[config.mk]
export PLATFORM = sky130hd
export DESIGN_NAME = full_adder_pipelined
export DESIGN_NICKNAME = d
export VERILOG_FILES = /design/src/rtl/full_adder_pkg.sv /design/src/rtl/full_adder_pipelined_adder_slice.sv /design/src/rtl/full_adder_pipelined.sv
export SDC_FILE = /design/constraint.sdc
export NUM_CORES = 1
export LEC_CHECK = 0
export BUFFER_PORTS_ARGS = -buffer_cell sky130_fd_sc_hd__buf_2
export CORE_MARGIN = 2
export CORE_UTILIZATION = 30
export CTS_CLUSTER_SIZE = 14
export DETAILED_ROUTE_END_ITERATION = 12
export PLACE_DENSITY_LB_ADDON = 0.3
export SLEW_MARGIN = 20
export SYNTH_ARGS = -nofsm -noshare
export SYNTH_HDL_FRONTEND = slang
export SYNTH_SLANG_ARGS = --single-unit
[constraint.sdc]
create_clock -name clk -period 1.32 [get_ports clk]
set_clock_uncertainty 0.1 [all_clocks]
set_input_delay 0 -clock clk [delete_from_list [all_inputs] [get_ports clk]]
set_output_delay 0 -clock clk [all_outputs]
set_load 0.005 [all_outputs]
[src/rtl/full_adder_pkg.sv]
// Shared types and elaboration helpers for the pipelined adder/subtractor.
//   stage_ctl_t  : carry/valid pair handed from one pipeline stage to the next
//   latency()    : cycles from an accepted op to its out_valid
//   bps_divides(): true when the per-stage slice width tiles the operand width
package full_adder_pkg;

    typedef struct packed {
        logic carry;
        logic valid;
    } stage_ctl_t;

    // Input register plus one register per ripple stage.
    function automatic int unsigned latency(input int unsigned width,
                                            input int unsigned bps);
        return (width / bps) + 1;
    endfunction

    function automatic bit bps_divides(input int unsigned width,
                                       input int unsigned bps);
        return (bps != 0) && ((width % bps) == 0);
    endfunction

endpackage

[src/rtl/full_adder_pipelined_adder_slice.sv]
// adder_slice: one ripple stage of the pipelined adder.
// Adds a BITS_PER_STAGE-bit slice plus the incoming carry and registers the
// partial sum, carry-out and valid. Sum/carry load only with a valid op so the
// last op's value is kept across bubbles. Synchronous active-high reset.
// Ports:
//   clk_i, rst_i : clock, synchronous reset
//   ctl_i        : carry-in and valid from the previous stage
//   a_i, b_i     : operand slice (b already inverted for subtraction)
//   ctl_o        : registered carry-out and valid
//   sum_o        : registered partial sum
module adder_slice
    import full_adder_pkg::*;
#(
    parameter int unsigned BITS_PER_STAGE = 1
) (
    input  logic                      clk_i,
    input  logic                      rst_i,
    input  stage_ctl_t                ctl_i,
    input  logic [BITS_PER_STAGE-1:0] a_i,
    input  logic [BITS_PER_STAGE-1:0] b_i,
    output stage_ctl_t                ctl_o,
    output logic [BITS_PER_STAGE-1:0] sum_o
);

    logic [BITS_PER_STAGE:0]   total;
    logic [BITS_PER_STAGE-1:0] sum_q;
    stage_ctl_t                ctl_q;

    assign total = {1'b0, a_i} + {1'b0, b_i} + {{BITS_PER_STAGE{1'b0}}, ctl_i.carry};

    always_ff @(posedge clk_i) begin
        if (rst_i) begin
            sum_q <= '0;
            ctl_q <= '0;
        end else begin
            ctl_q.valid <= ctl_i.valid;
            if (ctl_i.valid) begin
                sum_q       <= total[BITS_PER_STAGE-1:0];
                ctl_q.carry <= total[BITS_PER_STAGE];
            end
        end
    end

    assign sum_o = sum_q;
    assign ctl_o = ctl_q;

endmodule

[src/rtl/full_adder_pipelined.sv]
// full_adder_pipelined: WIDTH-bit ripple-carry adder/subtractor pipelined one
// slice of BITS_PER_STAGE bits per clock. Throughput one op per cycle, latency
// WIDTH/BITS_PER_STAGE + 1 cycles. Results hold between valid outputs.
// Optional feature macro: FA_OVERFLOW_EN adds the signed-overflow output ovf.
// Ports:
//   clk, rst         : clock, synchronous active-high reset
//   in_valid, a, b   : operand strobe and operands
//   cin              : carry-in (ignored for subtraction)
//   sub              : 1 = a - b, 0 = a + b + cin
//   out_valid, sum   : result strobe and result
//   cout             : carry-out / not-borrow
//   ovf              : signed overflow (FA_OVERFLOW_EN only)
module full_adder_pipelined
    import full_adder_pkg::*;
#(
    parameter int unsigned WIDTH          = 8,
    parameter int unsigned BITS_PER_STAGE = 1
) (
    input  logic             clk,
    input  logic             rst,
    input  logic             in_valid,
    input  logic [WIDTH-1:0] a,
    input  logic [WIDTH-1:0] b,
    input  logic             cin,
    input  logic             sub,
    output logic             out_valid,
    output logic [WIDTH-1:0] sum,
    output logic             cout
`ifdef FA_OVERFLOW_EN
    ,
    output logic             ovf
`endif
);

    localparam int unsigned BPS     = BITS_PER_STAGE;
    localparam int unsigned NSTAGE  = WIDTH / BPS;
    localparam int unsigned LATENCY = latency(WIDTH, BPS);

    if (WIDTH < 1 || !bps_divides(WIDTH, BPS) || LATENCY != NSTAGE + 1) begin : g_bad_cfg
        $error("full_adder_pipelined: BITS_PER_STAGE must divide WIDTH");
    end

    // Input stage: subtraction becomes a + ~b + 1.
    logic [WIDTH-1:0] in_a_q;
    logic [WIDTH-1:0] in_b_q;
    stage_ctl_t       in_ctl_q;

    always_ff @(posedge clk) begin
        if (rst) begin
            in_a_q   <= '0;
            in_b_q   <= '0;
            in_ctl_q <= '0;
        end else begin
            in_ctl_q.valid <= in_valid;
            if (in_valid) begin
                in_a_q         <= a;
                in_b_q         <= sub ? ~b : b;
                in_ctl_q.carry <= sub | cin;
            end
        end
    end

    // stage_ctl[k] feeds stage k; stage_ctl[NSTAGE] is the final carry/valid.
    stage_ctl_t stage_ctl [NSTAGE+1];
    assign stage_ctl[0] = in_ctl_q;

`ifdef FA_OVERFLOW_EN
    logic msb_carry_d;
    logic msb_carry_q;
`endif

    for (genvar k = 0; k < NSTAGE; k++) begin : g_stage
        logic [BPS-1:0] op_a;
        logic [BPS-1:0] op_b;
        logic [BPS-1:0] slice_sum;

        // Skew: stage k consumes its operand slice k cycles after the input stage.
        if (k == 0) begin : g_direct
            assign op_a = in_a_q[BPS-1:0];
            assign op_b = in_b_q[BPS-1:0];
        end else begin : g_skew
            logic [BPS-1:0] skew_a_q [k];
            logic [BPS-1:0] skew_b_q [k];

            always_ff @(posedge clk) begin
                if (rst) begin
                    for (int j = 0; j < k; j++) begin
                        skew_a_q[j] <= '0;
                        skew_b_q[j] <= '0;
                    end
                end else begin
                    skew_a_q[0] <= in_a_q[k*BPS +: BPS];
                    skew_b_q[0] <= in_b_q[k*BPS +: BPS];
                    for (int j = 1; j < k; j++) begin
                        skew_a_q[j] <= skew_a_q[j-1];
                        skew_b_q[j] <= skew_b_q[j-1];
                    end
                end
            end

            assign op_a = skew_a_q[k-1];
            assign op_b = skew_b_q[k-1];
        end

        adder_slice #(
            .BITS_PER_STAGE(BPS)
        ) u_slice (
            .clk_i (clk),
            .rst_i (rst),
            .ctl_i (stage_ctl[k]),
            .a_i   (op_a),
            .b_i   (op_b),
            .ctl_o (stage_ctl[k+1]),
            .sum_o (slice_sum)
        );

        // Deskew: lower slices wait for the last stage. Each register loads only
        // alongside a valid op, so sum holds through bubbles.
        if (k == NSTAGE - 1) begin : g_last
            assign sum[k*BPS +: BPS] = slice_sum;

`ifdef FA_OVERFLOW_EN
            // Carry into the MSB = MSB sum bit with the MSB operand bits removed.
            assign msb_carry_d = op_a[BPS-1] ^ op_b[BPS-1]
                               ^ 1'((op_a + op_b + BPS'(stage_ctl[k].carry)) >> (BPS - 1));
`endif
        end else begin : g_deskew
            logic [BPS-1:0] deskew_q [NSTAGE-1-k];

            always_ff @(posedge clk) begin
                if (rst) begin
                    for (int j = 0; j < NSTAGE - 1 - k; j++) begin
                        deskew_q[j] <= '0;
                    end
                end else begin
                    if (stage_ctl[k+1].valid) begin
                        deskew_q[0] <= slice_sum;
                    end
                    for (int j = 1; j < NSTAGE - 1 - k; j++) begin
                        if (stage_ctl[k+1+j].valid) begin
                            deskew_q[j] <= deskew_q[j-1];
                        end
                    end
                end
            end

            assign sum[k*BPS +: BPS] = deskew_q[NSTAGE-2-k];
        end
    end

    assign out_valid = stage_ctl[NSTAGE].valid;
    assign cout      = stage_ctl[NSTAGE].carry;

`ifdef FA_OVERFLOW_EN
    always_ff @(posedge clk) begin
        if (rst) begin
            msb_carry_q <= 1'b0;
        end else if (stage_ctl[NSTAGE-1].valid) begin
            msb_carry_q <= msb_carry_d;
        end
    end

    assign ovf = msb_carry_q ^ stage_ctl[NSTAGE].carry;
`endif

endmodule

# Word-level counts from Yosys, hierarchy flattened

Memories as Yosys holds them, arrays and structs flattened.
Index checks and enable logic that the tools add are counted.

Memories: 21
Register bits after elaboration: 42
RAM bits: 84
Memory bits (read-only): 0
Bits in latches: 0

Add/subtract/negate cells: 16
Muxes and demuxes: 112
Eq/ne operators: 0
Reduce and logical (&&, ||, !) cells: 3
Multiply operators: 0
Div/mod/pow operators: 0
$lt $le $gt $ge: 0
Shifts and indexed selects: 0
Bitwise logic cells: 83

Memories:

| name                         | depth | bits a word | rd ports | clocked after Yosys merged registers in | write ports | line                        | source |
|---|---|---|---|---|---|---|---|
| g_stage[0].g_deskew.deskew_q | 7     | 1           | 7        | 0                                       | 7           | full_adder_pipelined.sv:128 | `logic [BPS-1:0] deskew_q [NSTAGE-1-k];` |
| g_stage[7].g_skew.skew_a_q   | 7     | 1           | 7        | 0                                       | 7           | full_adder_pipelined.sv:82  | `logic [BPS-1:0] skew_a_q [k];` |
| g_stage[7].g_skew.skew_b_q   | 7     | 1           | 7        | 0                                       | 7           | full_adder_pipelined.sv:83  | `logic [BPS-1:0] skew_b_q [k];` |
| g_stage[1].g_deskew.deskew_q | 6     | 1           | 6        | 0                                       | 6           | full_adder_pipelined.sv:128 |  |
| g_stage[6].g_skew.skew_a_q   | 6     | 1           | 6        | 0                                       | 6           | full_adder_pipelined.sv:82  |  |
| g_stage[6].g_skew.skew_b_q   | 6     | 1           | 6        | 0                                       | 6           | full_adder_pipelined.sv:83  |  |
| +15 memories                 | --    | --          | --       | --                                      | --          | --                          |  |

Operators by type and width:

| cell                 | number |
|---|---|
| 2-to-1 mux 1 bit     | 111 |
| bitwise OR 1 bit     | 82 |
| adder 1 x 1 -> 2 bit | 8 |
| adder 2 x 1 -> 2 bit | 8 |
| 2-to-1 mux 8 bit     | 1 |
| NOT 8 bit            | 1 |
| OR reduction 1 bit   | 3 |

# Logic depth before layout (Yosys ltp)

Depth after elaboration: 5
Gate-level depth with buffers: 4
Gate-level depth less buffers: 3

# By module

Synthesis repeated with hierarchy kept, for this count alone.

Cell total of the unflattened synthesis: 354
Area total of the unflattened synthesis: 4463.0 um2

Modules (own cells, without submodules):

| module               | area an instance (um2) | cells an instance | instances |
|---|---|---|---|
| full_adder_pipelined | 3552.2                 | 282               | 1 |
| adder_slice          | 113.9                  | 9                 | 8 |

# Least setup slack after synthesis

OpenSTA, ideal clock, no wires.

Path kind: register to register
Start point: register g_stage[5].u_slice.ctl_q (netlist bit g_stage[5].u_slice.ctl_o[0])
End point: memory g_stage[2].g_deskew.deskew_q[0][0] (netlist name) (data pin)
Slack: 0.149 ns
Clock period less this slack: 1.171 ns
Arrival: 0.802 ns
Stages on the path, launching flop included: 4
Required time: 0.951 ns
Library setup time: 0.269 ns
Cells stage by stage: dfxtp_1 -> buf_2 -> nor3_4 -> a21oi_1

RTL lines:

| what        | line                                   | source |
|---|---|---|
| from (decl) | full_adder_pipelined_adder_slice.sv:27 | `stage_ctl_t ctl_q;` |
| to (decl)   | full_adder_pipelined.sv:128            |  |

# Final worst setup path

Start point: input b[7]
End point: register in_b_q[7]

Longest elaborated chain between the ends: 2

Ends and longest elaborated chain:

| what                 | line                       | source |
|---|---|---|
| from (decl)          | full_adder_pipelined.sv:23 | `input logic [WIDTH-1:0] b,` |
| NOT 8 bit            | full_adder_pipelined.sv:57 | `in_b_q <= sub ? ~b : b;` |
| 2-to-1 mux 8 bit (*) | full_adder_pipelined.sv:57 |  |
| to (signal assigned) | full_adder_pipelined.sv:57 |  |
| to (decl)            | full_adder_pipelined.sv:45 | `logic [WIDTH-1:0] in_b_q;` |

Every way passes the cells marked *; elsewhere a longest branch is shown, timed or not.
A chain may end at the register's enable or synchronous reset.

==> impl_results.md <==
* Max Cap Violations at 0
* Multi-input gate area at 0.00143 mm^2
* Synth-to-layout area growth at 24.9%
* Status: finished with violations
* Root Buffer: clkbuf_16
* Cell Rows at 44
* Total negative slack at 0 ns
* Via-per-instance ratio at 3.92
* Routability congestion estimate from global placement at 0.660
* Die X at 125 um
* Internal Power at 0.00693 W
* Cell Area, Synth at 0.00438 mm^2
* Hold WS at -0.0148 ns
* Slowest stage delay, CP at 0.57 ns
* YS warnings at 0
* # DRC at 0
* Cts bufs inserted at 17
* DRT Wirelength at 5770 um
* Switching share of power at 21.0%
* Synthesized net count at 382
* Final #Nets at 433
* Register clock-pin slew on the reported worst setup and hold paths at 0.05 ns
* Ports at 31
* Main area contributors after synthesis: dfxtp_1 45%, edfxtp_1 19%, nor2b_1 9.0%, mux2i_1 5.5%, fa_1 3.7%
* Logic pwr share at 4.1%
* Synth top area share at 44.8%
* I/O Buffers at 30
* Maximum VDD drop at 0.997 mV
* Syn Inst Count at 353
* H-tree levels at 4
* Switching power at 0.00185 W
* Seq/Total Area, Yosys at 63.9%
* Final setup viols at 0
* Detail Placement HPWL at 3420 um
* Die ar. at 0.0156 mm^2
* Grt ovf at 0
* Largest net degree at the start of global routing at 50
* Fin. Hold Viols at 2
* Most common cell after layout, fill and taps aside: dfxtp_1
* Failing checks: hold timing
* Slew margin rel. at 60.1%
* RSZ-0062 raised after global routing: no
* GRT Total Usage at 8.19%
* Layout cell share with drive strength beyond 1 at 18.5%
* Dpl ws at 0.0733 ns
* Fmax at 761 MHz
* Initial antenna violation count at 0
* Synth area leader: dfxtp_1
* Die height at 125 um
* Required @ worst endpoint at 1.55 ns
* Effective utilization at floorplan at 30.4%
* HP Class: in -> reg
* Most used routing layer: met2
* CP Launch Type: primary input
* Grt met1 use at 9.12%
* Critical-path top delay cell: dlygate4sd3_1
* Yosys cell types at 19
* Vias in the first global route at 2,354
* Later-pin clock latency in the skew report at 0.40 ns
* CP cell instances: dlygate4sd3_1, buf_2, xnor2_1, dlygate4sd3_1, a211oi_2
* Static Leak at 2.16 nW
* Fillers at 1,411
* Met3 usage at 4.47%
* Commonest non-fill, non-tap cells in the layout: 98 x dfxtp_1, 63 x nor2b_1, 36 x nor2_1, 29 x buf_2, 28 x edfxtp_1
* Crit Path Max Fanout at 1
* Setup CP Type: in -> reg
* M2 GR Usage at 13.0%
* Pwr Density at 1600 mW/mm^2
* Arrival time worst endpoint at 1.54 ns
* Final worst path period share at 99.5%
* Total power at 0.00878 W
* Worst-Margin Slew at 0.599 ns
* Worst setup margin at 0.00664 ns
* Core region area at 0.0144 mm^2
* WL/cell at 9.60 um
* CTS sink count at 126
* Final min period at 1.31 ns
* First-pass GRT wire length at 10,300 um
* Remaining antenna violation count after routing at 0
* Yosys reg bits at 126
* Antenna diodes at 0
* DR pass1 iterations at 3
* DRT iter0 DRCs at 98
* Storage cell area at 0.00280 mm^2
* Clock Power Share at 49.3%
* Sequential share of power at 46.6%
* CTS tree: done
* Clk buf depth at 2
* Via count at 2,355
* Mapped Avg Cell Area at 12.4 um^2
* Critical Path End Type: flip-flop
* Fin. max-slew vios at 0
* Crit path top cell by count: dlygate4sd3_1
## path summary, 6_finish.rpt
| kind | from | to | slack, ns | depth (start not counted) |
|---|---|---|---|---|
| min reg2reg | g_stage[6].g_skew.skew_b_q[0][3] | g_stage[6].g_skew.skew_b_q[0][4] | 0.33 | 1 |
| max | b[7] | in_b_q[7] | 0.007 | 5 |
| min | sub | in_b_q[5] | -0.01 | 3 |
| max reg2reg | g_stage[6].u_slice.ctl_o[0] | g_stage[1].g_deskew.deskew_q[5] | 0.10 | 1 |
## metal layers
metal	vias up	share of wire [%]
met5	-	0
met1	1063	46
met4	0	1.3
met2	44	48
li1	1242	-
met3	6	4.8
## flip-flops by register name, indices dropped and copies added, names as in the netlist
register and cells:
g_stage.g_deskew.deskew_q 28, in_a_q 8, in_b_q 8, g_stage.g_skew.skew_b_q 28, g_stage.g_skew.skew_a_q 28, g_stage.u_slice.sum_o 8
in_ctl_q 2, g_stage.u_slice.ctl_o 16
## synth_stat cells
| cell type | count |
|---|---|
| a21oi_1 | 5 |
| clkbuf_2 | 1 |
| nand2b_1 | 5 |
| buf_6 | 2 |
| and2_1 | 17 |
| nor2b_1 | 63 |
| nor2_1 | 36 |
| xnor2_1 | 8 |
| fa_1 | 8 |
| and2b_1 | 3 |
| buf_4 | 11 |
| mux2i_1 | 24 |
| buf_2 | 14 |
| nor3b_1 | 5 |
| nor3_4 | 1 |
| dfxtp_1 | 98 |
| edfxtp_1 | 28 |
| a211oi_1 | 9 |
| or2_1 | 15 |
## worst max-delay path, delay by kind of cell
kind                   cells  cell delay [ns]
buffers and inverters      3             1.22
AO/OA/AOI/OAI              1             0.20
XOR/XNOR                   1             0.11
## cell families (layout without fill, tap and decap cells)
| kind of cell | count (synthesis) | count (layout) | share of synthesized area, % |
|---|---|---|---|
| AO/OA/AOI/OAI | 14 | 14 | 2.11 |
| XOR/XNOR | 8 | 8 | 1.60 |
| adder cells (fa/ha/maj) | 8 | 8 | 3.65 |
| buffers and inverters | 28 | 92 | 4.11 |
| flip-flops | 126 | 126 | 63.9 |
| multiplexers | 24 | 24 | 5.48 |
| AND/OR/NAND/NOR | 145 | 145 | 19.1 |
## final cells by class
type,count,area share [%]
timing repair buffer,60,8.14
tap,184,4.20
multi-input combinational,199,26.1
sequential,126,51.2
clock inverter,13,2.08
clock buffer,19,8.27
## through the flow
step	utilization, %	std cells	cell area [um^2]
2_1_floorplan	-	353	4380
3_3_place_gp	32.3	547	4660
3_5_place_dp	32.3	547	4660
4_1_cts	38.0	605	5490
5_1_grt	38.0	601	5480
6_report	38.0	601	5480
## power groups by stage
stage	Clock, W	Combinational [W]	Sequential (W)
global route	0.00463	0.000402	0.00411
global placement	0	0.000286	0.00417
finish	0.00433	0.000360	0.00409
detailed placement	0	0.000292	0.00418
floorplan	0	0.000233	0.00417
CTS	0.00445	0.000364	0.00410
## timing repair
| item | 4_1_cts | 5_1_grt |
|---|---|---|
| hold buffers | 26 | 0 |
| endpoints found under the hold margin | 29 | 0 |
| setup buffers | 0 | 0 |
| gates resized for setup | 0 | 6 |
| setup endpoints to repair | 0 | 6 |
(Power assumes the default switching activity.)
